<file path="src/rtl/lc3b_types.sv">
// Shared LC-3b datapath types: 16-bit word and the 2-bit memory write mask.
package lc3b_types;

  typedef logic [15:0] lc3b_word;
  typedef logic [1:0]  lc3b_mem_wmask;

  localparam lc3b_mem_wmask WMASK_NONE = 2'b00;
  localparam lc3b_mem_wmask WMASK_LO   = 2'b01;
  localparam lc3b_mem_wmask WMASK_HI   = 2'b10;
  localparam lc3b_mem_wmask WMASK_WORD = 2'b11;

endpackage

</file>
<file path="src/rtl/mem_byte_lane.sv">
// Combinational byte-lane steering between the pipeline word view and the
// 16-bit memory bus: replicates store bytes, selects lanes, extracts load bytes.
module mem_byte_lane
  import lc3b_types::*;
(
  input  logic        addr_lsb,
  input  logic        byte_acc,
  input  logic [15:0] wdata_in,
  input  logic [15:0] mem_rdata,
  output logic [15:0] mem_wdata,
  output logic [1:0]  byte_en,
  output logic [15:0] rdata_out
);

  lc3b_word      wdata_w;
  lc3b_word      rdata_w;
  lc3b_mem_wmask be_w;

  always_comb begin
    wdata_w = wdata_in;
    rdata_w = mem_rdata;
    be_w    = WMASK_WORD;
    if (byte_acc) begin
      // Store byte goes on both lanes; the enable picks the one memory keeps.
      wdata_w = {wdata_in[7:0], wdata_in[7:0]};
      be_w    = addr_lsb ? WMASK_HI : WMASK_LO;
      rdata_w = {8'h00, (addr_lsb ? mem_rdata[15:8] : mem_rdata[7:0])};
    end
  end

  assign mem_wdata = wdata_w;
  assign byte_en   = be_w;
  assign rdata_out = rdata_w;

endmodule

</file>
<file path="src/rtl/mem_access_unit.sv">
// Pipeline-to-memory access sequencer (IDLE -> ACCESS -> DONE) with byte/word
// steering. Optional ACCESS timeout abort enabled by defining MEM_TIMEOUT_EN.
module mem_access_unit
  import lc3b_types::*;
#(
  parameter int TIMEOUT_CYCLES = 64
) (
  input  logic        clk,
  input  logic        rst_n,
  input  logic        req_read,
  input  logic        req_write,
  input  logic        req_byte,
  input  logic [15:0] req_addr,
  input  logic [15:0] req_wdata,
  output logic [15:0] req_rdata,
  output logic        req_stall,
  output logic        mem_read,
  output logic        mem_write,
  output logic [15:0] mem_address,
  output logic [15:0] mem_wdata,
  output logic [1:0]  mem_byte_enable,
  input  logic [15:0] mem_rdata,
  input  logic        mem_resp,
  output logic        err
);

  typedef enum logic [1:0] {S_IDLE, S_ACCESS, S_DONE} state_t;

  state_t        state_q, state_d;
  lc3b_word      addr_q, addr_d;
  lc3b_word      wdata_q, wdata_d;
  lc3b_word      rdata_q, rdata_d;
  logic          byte_q, byte_d;
  logic          write_q, write_d;
  lc3b_word      lane_wdata, lane_rdata;
  lc3b_mem_wmask lane_be;
  logic          timeout_hit;

  if (TIMEOUT_CYCLES < 1) begin : g_bad_timeout
    $error("mem_access_unit: TIMEOUT_CYCLES must be at least 1");
  end

  mem_byte_lane u_lane (
    .addr_lsb  (addr_q[0]),
    .byte_acc  (byte_q),
    .wdata_in  (wdata_q),
    .mem_rdata (mem_rdata),
    .mem_wdata (lane_wdata),
    .byte_en   (lane_be),
    .rdata_out (lane_rdata)
  );

`ifdef MEM_TIMEOUT_EN
  localparam int CNT_W = $clog2(TIMEOUT_CYCLES + 1);

  logic [CNT_W-1:0] cnt_q, cnt_d;
  logic             err_q, err_d;

  assign timeout_hit = (cnt_q == CNT_W'(TIMEOUT_CYCLES - 1));

  // err_q is set on the ACCESS->DONE timeout edge, so it is high only in DONE.
  always_comb begin
    cnt_d = '0;
    err_d = 1'b0;
    if (state_q == S_ACCESS && !mem_resp) begin
      if (timeout_hit) begin
        cnt_d = cnt_q;
        err_d = 1'b1;
      end else begin
        cnt_d = cnt_q + 1'b1;
      end
    end
  end

  always_ff @(posedge clk or negedge rst_n) begin
    if (!rst_n) begin
      cnt_q <= '0;
      err_q <= 1'b0;
    end else begin
      cnt_q <= cnt_d;
      err_q <= err_d;
    end
  end

  assign err = err_q;
`else
  assign timeout_hit = 1'b0;
  assign err         = 1'b0;
`endif

  always_comb begin
    state_d         = state_q;
    addr_d          = addr_q;
    wdata_d         = wdata_q;
    byte_d          = byte_q;
    write_d         = write_q;
    rdata_d         = rdata_q;
    req_stall       = 1'b0;
    mem_read        = 1'b0;
    mem_write       = 1'b0;
    mem_byte_enable = WMASK_NONE;
    unique case (state_q)
      S_IDLE: begin
        // Stall is combinational so the pipeline holds in the request cycle.
        if (rst_n && (req_read || req_write)) begin
          req_stall = 1'b1;
          addr_d    = req_addr;
          wdata_d   = req_wdata;
          byte_d    = req_byte;
          write_d   = req_write;
          state_d   = S_ACCESS;
        end
      end
      S_ACCESS: begin
        req_stall       = 1'b1;
        mem_read        = ~write_q;
        mem_write       = write_q;
        mem_byte_enable = lane_be;
        if (mem_resp) begin
          if (!write_q) rdata_d = lane_rdata;
          state_d = S_DONE;
        end else if (timeout_hit) begin
          rdata_d = '0;
          state_d = S_DONE;
        end
      end
      S_DONE: begin
        state_d = S_IDLE;
      end
      default: begin
        state_d = S_IDLE;
      end
    endcase
  end

  always_ff @(posedge clk or negedge rst_n) begin
    if (!rst_n) begin
      state_q <= S_IDLE;
      rdata_q <= '0;
    end else begin
      state_q <= state_d;
      rdata_q <= rdata_d;
    end
  end

  // Request capture registers carry no reset; they are only read in ACCESS.
  always_ff @(posedge clk) begin
    addr_q  <= addr_d;
    wdata_q <= wdata_d;
    byte_q  <= byte_d;
    write_q <= write_d;
  end

  assign mem_address = {addr_q[15:1], 1'b0};
  assign mem_wdata   = lane_wdata;
  assign req_rdata   = rdata_q;

endmodule

</file>
<file path="config.mk">
export PLATFORM = sky130hd
export DESIGN_NAME = mem_access_unit
export DESIGN_NICKNAME = d
export VERILOG_FILES = /design/src/rtl/lc3b_types.sv /design/src/rtl/mem_byte_lane.sv /design/src/rtl/mem_access_unit.sv
export SDC_FILE = /design/constraint.sdc
export NUM_CORES = 1
export LEC_CHECK = 0
export ABC_AREA = 1
export CORE_ASPECT_RATIO = 0.6
export CORE_UTILIZATION = 43
export CTS_BUF_LIST = sky130_fd_sc_hd__clkbuf_16
export CTS_CLUSTER_DIAMETER = 200
export DETAILED_ROUTE_END_ITERATION = 10
export MAX_ROUTING_LAYER = met4
export PLACE_DENSITY_LB_ADDON = 0.3
export SLEW_MARGIN = 20
export SYNTH_ARGS = -nofsm -noshare
export SYNTH_HDL_FRONTEND = slang
export SYNTH_SLANG_ARGS = --single-unit
</file>
<file path="constraint.sdc">
create_clock -name clk -period 2.74 [get_ports clk]
set_input_delay 0.548 -clock clk [delete_from_list [all_inputs] [get_ports clk]]
set_output_delay 0.548 -clock clk [all_outputs]
set_load 0.01 [all_outputs]
</file>
==> results.json, run 1 <==
{
  "run_status": "finished, final reports clean",
  "maxCapViolCount": 0,
  "holdPathStages": 2,
  "r2r_cells": 6,
  "final.min_clock_period_ns": 2.384,
  "wl_met2_um": 2247,
  "start_kind": "input pin",
  "ant_nets": 0,
  "min_from": "req_rdata[14]",
  "synthCells": 207,
  "drive_gt1_share_pct": 4.560,
  "end_kind": "output port",
  "rsz0062_at_grt": "false",
  "synth_top_area_share_pct": 47.09,
  "firstDrtPassIters": 5,
  "rows": 19,
  "synth_seq_cells": 52,
  "powerDensity_nw_per_um2": 706.5,
  "grt_pass1_vias": 1614,
  "antenna_found_initial": 0,
  "slew_violations": 0,
  "layout_commonest_cell": "clkdlybuf4s50_1",
  "synth_area_per_cell_sq_um": 10.48,
  "clock_latency_ns": 0.28,
  "crit_arrival_ns": 1.84,
  "hold_viol": 0,
  "cts_sinks": 52,
  "cts_buffer_depth": 2,
  "fmaxAchievable_mhz": 419.4,
  "met3_length_um": 322,
  "viasPerCell": 4.381,
  "skew_ns": 0.006664,
  "final_area_sq_um": 3339,
  "rr_endpoint": "req_rdata[7]",
  "final_util_pct": 70.95,
  "grt_max_degree": 35,
  "placed_cell_area_sq_um": 3199,
  "port_buffers": 105,
  "cts_hold_buf": 0,
  "grt_usage_pct": 19.98,
  "crit_fanout": 3,
  "path_class": "in2out",
  "hold_path.class": "reg2reg",
  "synth_area_leaders": "edfxtp_1, dfrtp_1, nand2_1, inv_1, buf_4",
  "drc": 0,
  "drt-wirelength-per-cell_um": 12.90,
  "diodes": 0,
  "synth_area_sq_um": 2168,
  "cts_tree": "built",
  "power_leakage_nw": 1.469,
  "fin_ws_ns": 0.3559,
  "drt_iter0_drc": 69,
  "setup_viol_count_final": 0,
  "post_cts_buffers": 0,
  "worstSetupStartpoint": "req_write",
  "period_share_pct": 87.01,
  "relSlewSlack_pct": 60.98,
  "root_buffer": "clkbuf_16",
  "tightest_slew_ns": 0.5854,
  "syn2layout_area_growth_pct": 54.01,
  "fin_nets": 360,
  "grt_pass1_wl_um": 7617,
  "seq_area_frac_synth_pct": 67.86,
  "die_area_sq_um": 5340,
  "worst-r2r-setup-slack_ns": 1.09,
  "grt_overflow": 0,
  "routedLengthMet1_um": 2180,
  "hold_end": "req_rdata[14]",
  "rr_startpoint": "byte_q",
  "peakVddDrop_uv": 446.4,
  "detailed_place_hpwl_um": 3596,
  "drt_wl_total_um": 4772,
  "place_ws_ns": 0.3352,
  "coreArea_sq_um": 4707,
  "gp_congestion": 0.8427,
  "cts_buffers": 5,
  "yosys.cell_types.count": 17,
  "mostFrequentLayoutCells": "clkdlybuf4s50_1, nand2_1, edfxtp_1",
  "fp.dieW_um": 93.68,
  "yosys_warnings": 0,
  "worstPathRequired_ns": 2.19,
  "cts_max_level": 2,
  "yosysTopAreaCell": "edfxtp_1",
  "num_vias": 1621,
  "cts.clk_slew.worst_paths_ns": 0.06,
  "die_y_um": 57.01,
  "setup_tns_ns": 0,
  "top_layer": "met4",
  "io_pins": 108,
  "initial_utilization_pct": 46.07,
  "cts_resized": 0
}
==> critical path, cell delays in order <==
cell and delay (ns):
clkdlybuf4s50_1 0.49, inv_1 0.05, nand2_1 0.05, nand3_1 0.10
nand2_1 0.07, clkdlybuf4s50_1 0.53
==> cell type report <==
class	count	area [sq um]
repair buffers	108	1074
flip-flops and latches	52	1471
fillers	338	1368
clock buffers	5	125.1
multi-input cells	115	485.5
well taps	63	78.83
clock inverters	3	15.01
inverters	24	90.09
==> layer usage <==
layer  GRT usage, %  vias to the layer above
met3          6.800                        2
met5              -                        -
li1               -                      834
met4          5.934                        0
met1          25.13                      736
met2          30.99                       49
==> cells in the mapped netlist <==
cell type / n
a21oi_1: 2
buf_2: 4
buf_4: 11
buf_6: 2
conb_1: 1
dfrtp_1: 18
edfxtp_1: 34
inv_1: 23
inv_2: 1
nand2_1: 76
nand2_2: 1
nand2_4: 1
nand3_1: 9
nor2_1: 13
nor2_2: 1
nor2_8: 1
o21ai_0: 9
==> how the worst max path moves through the flow <==
stage,endpoint,slack (ns),depth (start not counted)
CTS,req_stall,0.34,6
floorplan,addr_q[0],0.96,4
finish,req_stall,0.36,6
global placement,req_stall,0.40,6
detailed placement,req_stall,0.34,6
global route,req_stall,0.27,6
==> registers in the layout, summed over array words and instances (netlist names) <==
| signal | count |
|---|---|
| state_q | 2 |
| wdata_q | 16 |
| addr_q | 16 |
| req_rdata | 16 |
| write_q | 1 |
| byte_q | 1 |
==> logic make-up after synthesis <==
| logic type | after synthesis | synth area share, % |
|---|---|---|
| DFF | 52 | 67.86 |
| and+or+nand+nor | 102 | 19.50 |
| AOI/OAI and AO/OA | 11 | 2.539 |
| other | 1 | 0.1729 |
| buffers and inverters | 41 | 9.925 |
==> per-stage QoR <==
step / hold slack [ns] / total power [W] / instances
finish: 0.4767 / 0.002359 / 370
global route: 0.4970 / 0.002484 / 370
CTS: 0.4830 / 0.002383 / 370
detailed placement: 0.4673 / 0.001795 / 362
global placement: 0.4625 / 0.001776 / 362
floorplan: 0.2524 / 0.001366 / 208
==> power by group <==
part / internal (W) / switching, W / leakage, nW / total [W]
combinational: 0.000392 / 0.000295 / 0.851 / 0.000687
clock: 0.000332 / 0.000254 / 0.0687 / 0.000586
sequential: 0.00100 / 0.0000867 / 0.549 / 0.00109
total: 0.00172 / 0.000636 / 1.47 / 0.00236
Power figures use the tool's default switching activity.
==> run 2, diff against run 1 <==
CORE_UTILIZATION = 40   (was 43)
CTS_CLUSTER_DIAMETER = 120   (was 200)
clock period = 2.4 ns   (was 2.74 ns; I/O delays follow)
==> results.json, run 2 (same netlist as run 1, synthesis figures left out) <==
{
  "setup_tns_ns": 0,
  "setup_viol_count_final": 0,
  "crit_path_end": "req_stall",
  "hold_path.class": "reg2reg",
  "ant_nets": 0,
  "worstSetupStartpoint": "req_write",
  "drt_wl_total_um": 4806,
  "p_clk_share_pct": 28.0,
  "cts_hold_buf": 0,
  "wl_met2_um": 2296,
  "fin_ws_ns": 0.1258,
  "end_kind": "output port",
  "root_buffer": "clkbuf_16",
  "met3_length_um": 216,
  "final_area_sq_um": 3398,
  "post_cts_buffers": 0,
  "fin_nets": 362,
  "cts.clk_slew.worst_paths_ns": 0.06,
  "grt_pass1_wl_um": 7886,
  "routedLengthMet1_um": 2267,
  "crit_arrival_ns": 1.79,
  "firstDrtPassIters": 4,
  "port_buffers": 105,
  "rr_startpoint": "state_q[0]",
  "swShare_pct": 25.94,
  "slowest_delay_ns": 0.53,
  "switchingPower_w": 0.0007311,
  "peakVddDrop_uv": 509.8,
  "grt_usage_pct": 18.60,
  "hold_viol": 0,
  "diodes": 0,
  "place_ws_ns": 0.1094,
  "p_int_w": 0.002087,
  "worst-r2r-setup-slack_ns": 1.10,
  "mostFrequentLayoutCells": "clkdlybuf4s50_1, nand2_1, edfxtp_1",
  "crit_fanout": 3,
  "final.min_clock_period_ns": 2.274,
  "coreArea_sq_um": 5130,
  "cts_buffers": 5,
  "cts_buffer_depth": 2,
  "antenna_found_initial": 0,
  "slew_violations": 0,
  "gp_congestion": 0.7564,
  "detailed_place_hpwl_um": 3663,
  "run_status": "finished, final reports clean",
  "cts_sinks": 52,
  "initial_utilization_pct": 42.27,
  "power_leakage_nw": 1.494,
  "multi_input_area_sq_um": 485.5,
  "die_area_sq_um": 5729,
  "drt_iter0_drc": 56,
  "ff_latch_area_sq_um": 1471,
  "rr_endpoint": "wdata_q[3]",
  "grt_max_degree": 35,
  "start_kind": "input pin",
  "rsz0062_at_grt": "false",
  "crit_buf_inv": 3,
  "die_y_um": 59.03,
  "viasPerCell": 4.389,
  "skew_ns": 0.004803,
  "p_comb_share_pct": 28.3,
  "cts_max_level": 2,
  "r2r_cells": 4,
  "cts_tree": "built",
  "io_pins": 108,
  "grt_overflow": 0,
  "path_class": "in2out",
  "powerDensity_nw_per_um2": 829.3,
  "seqPwrFrac_pct": 43.7,
  "num_vias": 1646,
  "worstPathCellList": "clkdlybuf4s50_1 > inv_1 > nand2_1 > nand3_1 > nand2_1 > clkdlybuf4s50_1",
  "placed_cell_area_sq_um": 3231,
  "drc": 0,
  "clock_latency_ns": 0.28,
  "cp_top_family": "buffers and inverters",
  "layout_commonest_cell": "clkdlybuf4s50_1",
  "cts_resized": 0,
  "maxCapViolCount": 0,
  "worstPathRequired_ns": 1.92,
  "top_layer": "met4",
  "final_util_pct": 66.24,
  "fmaxAchievable_mhz": 439.7,
  "rows": 20,
  "grt_pass1_vias": 1558,
  "slowest_stage": "clkdlybuf4s50_1",
  "path_depth": 6,
  "period_share_pct": 94.76,
  "drt-wirelength-per-cell_um": 12.82,
  "drive_gt1_share_pct": 5.825,
  "fillers": 415,
  "fp.dieW_um": 97.05,
  "syn2layout_area_growth_pct": 56.72
}
## run 2: cell types whose count changed in the layout (fill, tap and decap cells not counted), sizes merged
cell	change
inv	-1
bufinv	+1
buf	+2
## run 2: power groups by stage
stage | Sequential, W | Clock [W] | Combinational [W]
global route | 0.00125 | 0.000852 | 0.000870
detailed placement | 0.00124 | 0 | 0.000806
CTS | 0.00123 | 0.000806 | 0.000809
floorplan | 0.00130 | 0 | 0.000259
global placement | 0.00125 | 0 | 0.000791
finish | 0.00123 | 0.000788 | 0.000799
## run 2: how the worst min path moves through the flow
stage | endpoint | from | depth (start not counted) | slack (ns)
global route | req_rdata[12] | req_rdata[12] | 2 | 0.50
global placement | req_rdata[15] | req_rdata[15] | 2 | 0.46
floorplan | req_rdata[0] | rst_n | 0 | 0.18
detailed placement | req_rdata[15] | req_rdata[15] | 2 | 0.47
finish | req_rdata[13] | req_rdata[13] | 2 | 0.48
CTS | req_rdata[13] | req_rdata[13] | 2 | 0.49
## run 2: area by class of cell
type	count	area share [%]
tap	66	2.430
multi-input combinational	115	14.29
inverter	24	2.651
timing repair buffer	110	32.40
clock buffer	5	3.682
sequential	52	43.30
clock inverter	3	1.252
## run 2: layer usage
metal | up-vias | GRT usage, %
met2 | 45 | 28.37
met1 | 760 | 25.66
met5 | - | -
li1 | 839 | -
met3 | 2 | 4.245
met4 | 0 | 4.478
## run 2: per-stage QoR
stage               cells  total power [W]  hold WS [ns]
floorplan             208         0.001560        0.1844
global placement      367         0.002037        0.4620
detailed placement    367         0.002050        0.4687
CTS                   375         0.002848        0.4884
global route          375         0.002974        0.5039
finish                375         0.002818        0.4826
## run 2: worst register-to-register path, stage by stage, from the launching register on
cell	delay [ns]
dfrtp_1	0.42
nor2_1	0.12
nand3_1	0.11
inv_1	0.11
buf_12	0.21
==> patch 1, RTL diff (config.mk and constraints of run 1) <==
Build with the macro `MEM_TIMEOUT_EN` defined.
--- a/src/rtl/mem_access_unit.sv
+++ b/src/rtl/mem_access_unit.sv
@@ -1,5 +1,7 @@
 // Pipeline-to-memory access sequencer (IDLE -> ACCESS -> DONE) with byte/word
 // steering. Optional ACCESS timeout abort enabled by defining MEM_TIMEOUT_EN.
+`define MEM_TIMEOUT_EN
+
 module mem_access_unit
   import lc3b_types::*;
 #(
Function: no difference found for any inputs over 10 cycles, from zero or initial values and one cycle with rst_n low; that may be too few to reach the edited logic, so the function may still have changed.
==> patch 1 against run 1 <==
Design area is 19% higher. Combinational power is 7.9% lower. Area after synthesis up 20%. Routed wire length rose by 24%. Clock skew about the same. Critical path depth decreased by 1. Setup slack lost 0.10 ns. Power increased by 18%. Clock power is 69% higher. Global-route usage rose by 1.2 points. Sequential share of layout area fell by 1.8 points. Sequential cell count grew 8. Core utilization decreased by 1.5 points. Die area grew 19%. Critical path type unchanged. Critical endpoint unchanged.
==> patch 1: results <==
[detailed_routing]
firstDrtPassIters = 4
wl_met1_mm = 2.63
drt_iter0_drc = 113
routed_wl_mm = 5.93
dr_wl_met3_um = 449

[synth]
async_reset_ff_frac = 0.433
ys_seq_area_frac = 0.642
synth_fa_ha_area_frac = 0.00481
synth_xor_area_frac = 0.00673

[finish]
fin_nets = 418
fillers = 444
inverters_excl_clock = 21
stdcell_count = 448
nFlopsAndLatches = 60
multiInputGateArea_um2 = 734
seq_share = 0.422
multi_input_cells = 161
clkCellAreaFrac = 0.0680
n_all_buffers = 110
multi_input_area_share = 0.186

[timing]
max_slew.worst_pin.slew_ns = 0.512
holdWs_ns = 0.466

[min_path]
min_to = req_rdata[6]$_DFFE_PN0P_

[clocking]
cts_htree_levels = 3
clk_latency_ns = 0.32

[pwr]
ir_drop_mv = 0.358

[global_routing]
grt_pass1_vias = 2042
track_usage = 0.212

[worst_setup_path]
worstReg2RegStart = cnt_q[0]$_DFFE_PN0N_

[run_status]
outcome = completed

[die]
die-area_um2 = 6380

[placed_design]
place_congestion = 0.854
pre_cts_ws_ns = 0.256
io_buffers = 106
patch 1: changes by cell type after synthesis, moves of 2 or more:
cell	run 1	this run
a21oi_1	2	7
nor2_1	13	28
nand2_1	76	83
o21ai_0	9	1
nand3_1	9	25
inv_1	23	19
dfrtp_1	18	26
or2_2	0	2
patch 1: layer usage:
layer | GRT usage | up-vias
li1 | - | 1030
met1 | 0.274 | 944
met2 | 0.314 | 78
met3 | 0.0676 | 7
met4 | 0.0750 | 0
met5 | - | -
patch 1: worst max-delay path by stage:
stage                                     end  slack (ns)      start  cells past startpoint
after floorplan           addr_q[0]$_DFFE_PP_        0.94  req_write                      3
after global placement              req_stall        0.30  req_write                      5
after detailed placement            req_stall        0.26  req_write                      5
after CTS                           req_stall        0.25  req_write                      5
after global routing                req_stall        0.18  req_write                      5
final                               req_stall        0.25  req_write                      5
patch 1: where the power goes:
part / internal (mW) / total, mW / switching, mW
Clock: 0.603 / 0.988 / 0.385
Sequential: 1.10 / 1.16 / 0.0647
Combinational: 0.345 / 0.633 / 0.288
==> patch 2, RTL diff (flow settings as in run 1) <==
Made on the original files. Re-encode `state_t` (3 states) as one-hot, 3 bits wide.
--- a/src/rtl/mem_access_unit.sv
+++ b/src/rtl/mem_access_unit.sv
@@ -24,7 +24,7 @@
   output logic        err
 );
 
-  typedef enum logic [1:0] {S_IDLE, S_ACCESS, S_DONE} state_t;
+  typedef enum logic [2:0] {S_IDLE = 3'b001, S_ACCESS = 3'b010, S_DONE = 3'b100} state_t;
 
   state_t        state_q, state_d;
   lc3b_word      addr_q, addr_d;
Behaviour: same outputs for any inputs over 10 cycles, from zero or initial values and one cycle with rst_n low; not proved beyond that.
==> patch 2 against run 1 <==
Routed wire length shrank 0.78%. Sequential cell count rose by 1. Critical path type unchanged. Setup slack got worse by 0.036 ns. Core utilization grew 0.12 points. Design area up 0.67%. Area after synthesis is 0.92% higher. Global-route usage decreased by 0.61 points. Power up 1.6%. Critical path depth down 1.
==> patch 2: results <==
[run_status]
outcome = completed

[synth]
ys_seq_area_frac = 0.684
syn_inst = 183
synth_compound_area_frac = 0.0286
muxShareOfSynthArea = 0.0412
synthTopCellsByCount = nand2_1, edfxtp_1, dfrtp_1
yosysUniqueCellTypes = 22
synthTopCellsByArea = edfxtp_1, dfrtp_1, nand2_1

[finish]
fillers = 335
drive_gt1_frac = 0.0982
stdcell_count = 348

[detailed_routing]
drt_iter0_drc = 64
firstDrtPassIters = 4
wl_per_cell_um = 13.6

[timing]
holdWs_ns = 0.466
period_needed_ns = 2.42

[placed_design]
place_congestion = 0.766
pre_cts_ws_ns = 0.301
dp_hpwl_mm = 3.65
dpl.cell_count = 340
placed_area_um2 = 3220

[worst_setup_path]
rrSetupSlack_ns = 1.19
worstReg2RegStart = state_q[0]$_DFFE_PN1P_
crit_arrival_ns = 1.87
r2r_end = wdata_q[7]$_DFFE_PP_

[global_routing]
track_usage = 0.194
grt_pass1_wl_mm = 7.36
grt_pass1_vias = 1573

[min_path]
hold_path_depth = 1
hold_start = state_q[2]$_DFFE_PN0P_
min_to = state_q[2]$_DFFE_PN0P_

[pwr]
ir_drop_mv = 0.452
cellLeakagePower_nw = 1.43
[patch 2: power breakdown]
| group | leakage (nW) | switching [mW] | total [mW] | internal (mW) |
|---|---|---|---|---|
| clock network | 0.0748 | 0.252 | 0.583 | 0.332 |
| logic | 0.785 | 0.296 | 0.696 | 0.400 |
| registers | 0.567 | 0.0862 | 1.12 | 1.03 |
[patch 2: metal layers]
metal	GRT usage	up-vias	wire length [um]
met5	-	-	0
met4	0.0396	0	23
met3	0.0787	2	425
met2	0.282	63	2090
met1	0.258	696	2200
li1	-	785	-
[patch 2: cell type report]
class                   count  area, um2  area share
inverters                  17       63.8      0.0190
flip-flops and latches     53       1500       0.445
clock buffers               5        125      0.0372
repair buffers            108       1070       0.319
clock inverters             3       13.8     0.00409
well taps                  63       78.8      0.0234
multi-input cells          99        509       0.151
[patch 2: critical path, stage by stage]
cell and delay (ns):
clkdlybuf4s50_1 0.50, o21a_1 0.13, nand2_1 0.07, nand2_1 0.08
clkdlybuf4s50_1 0.54
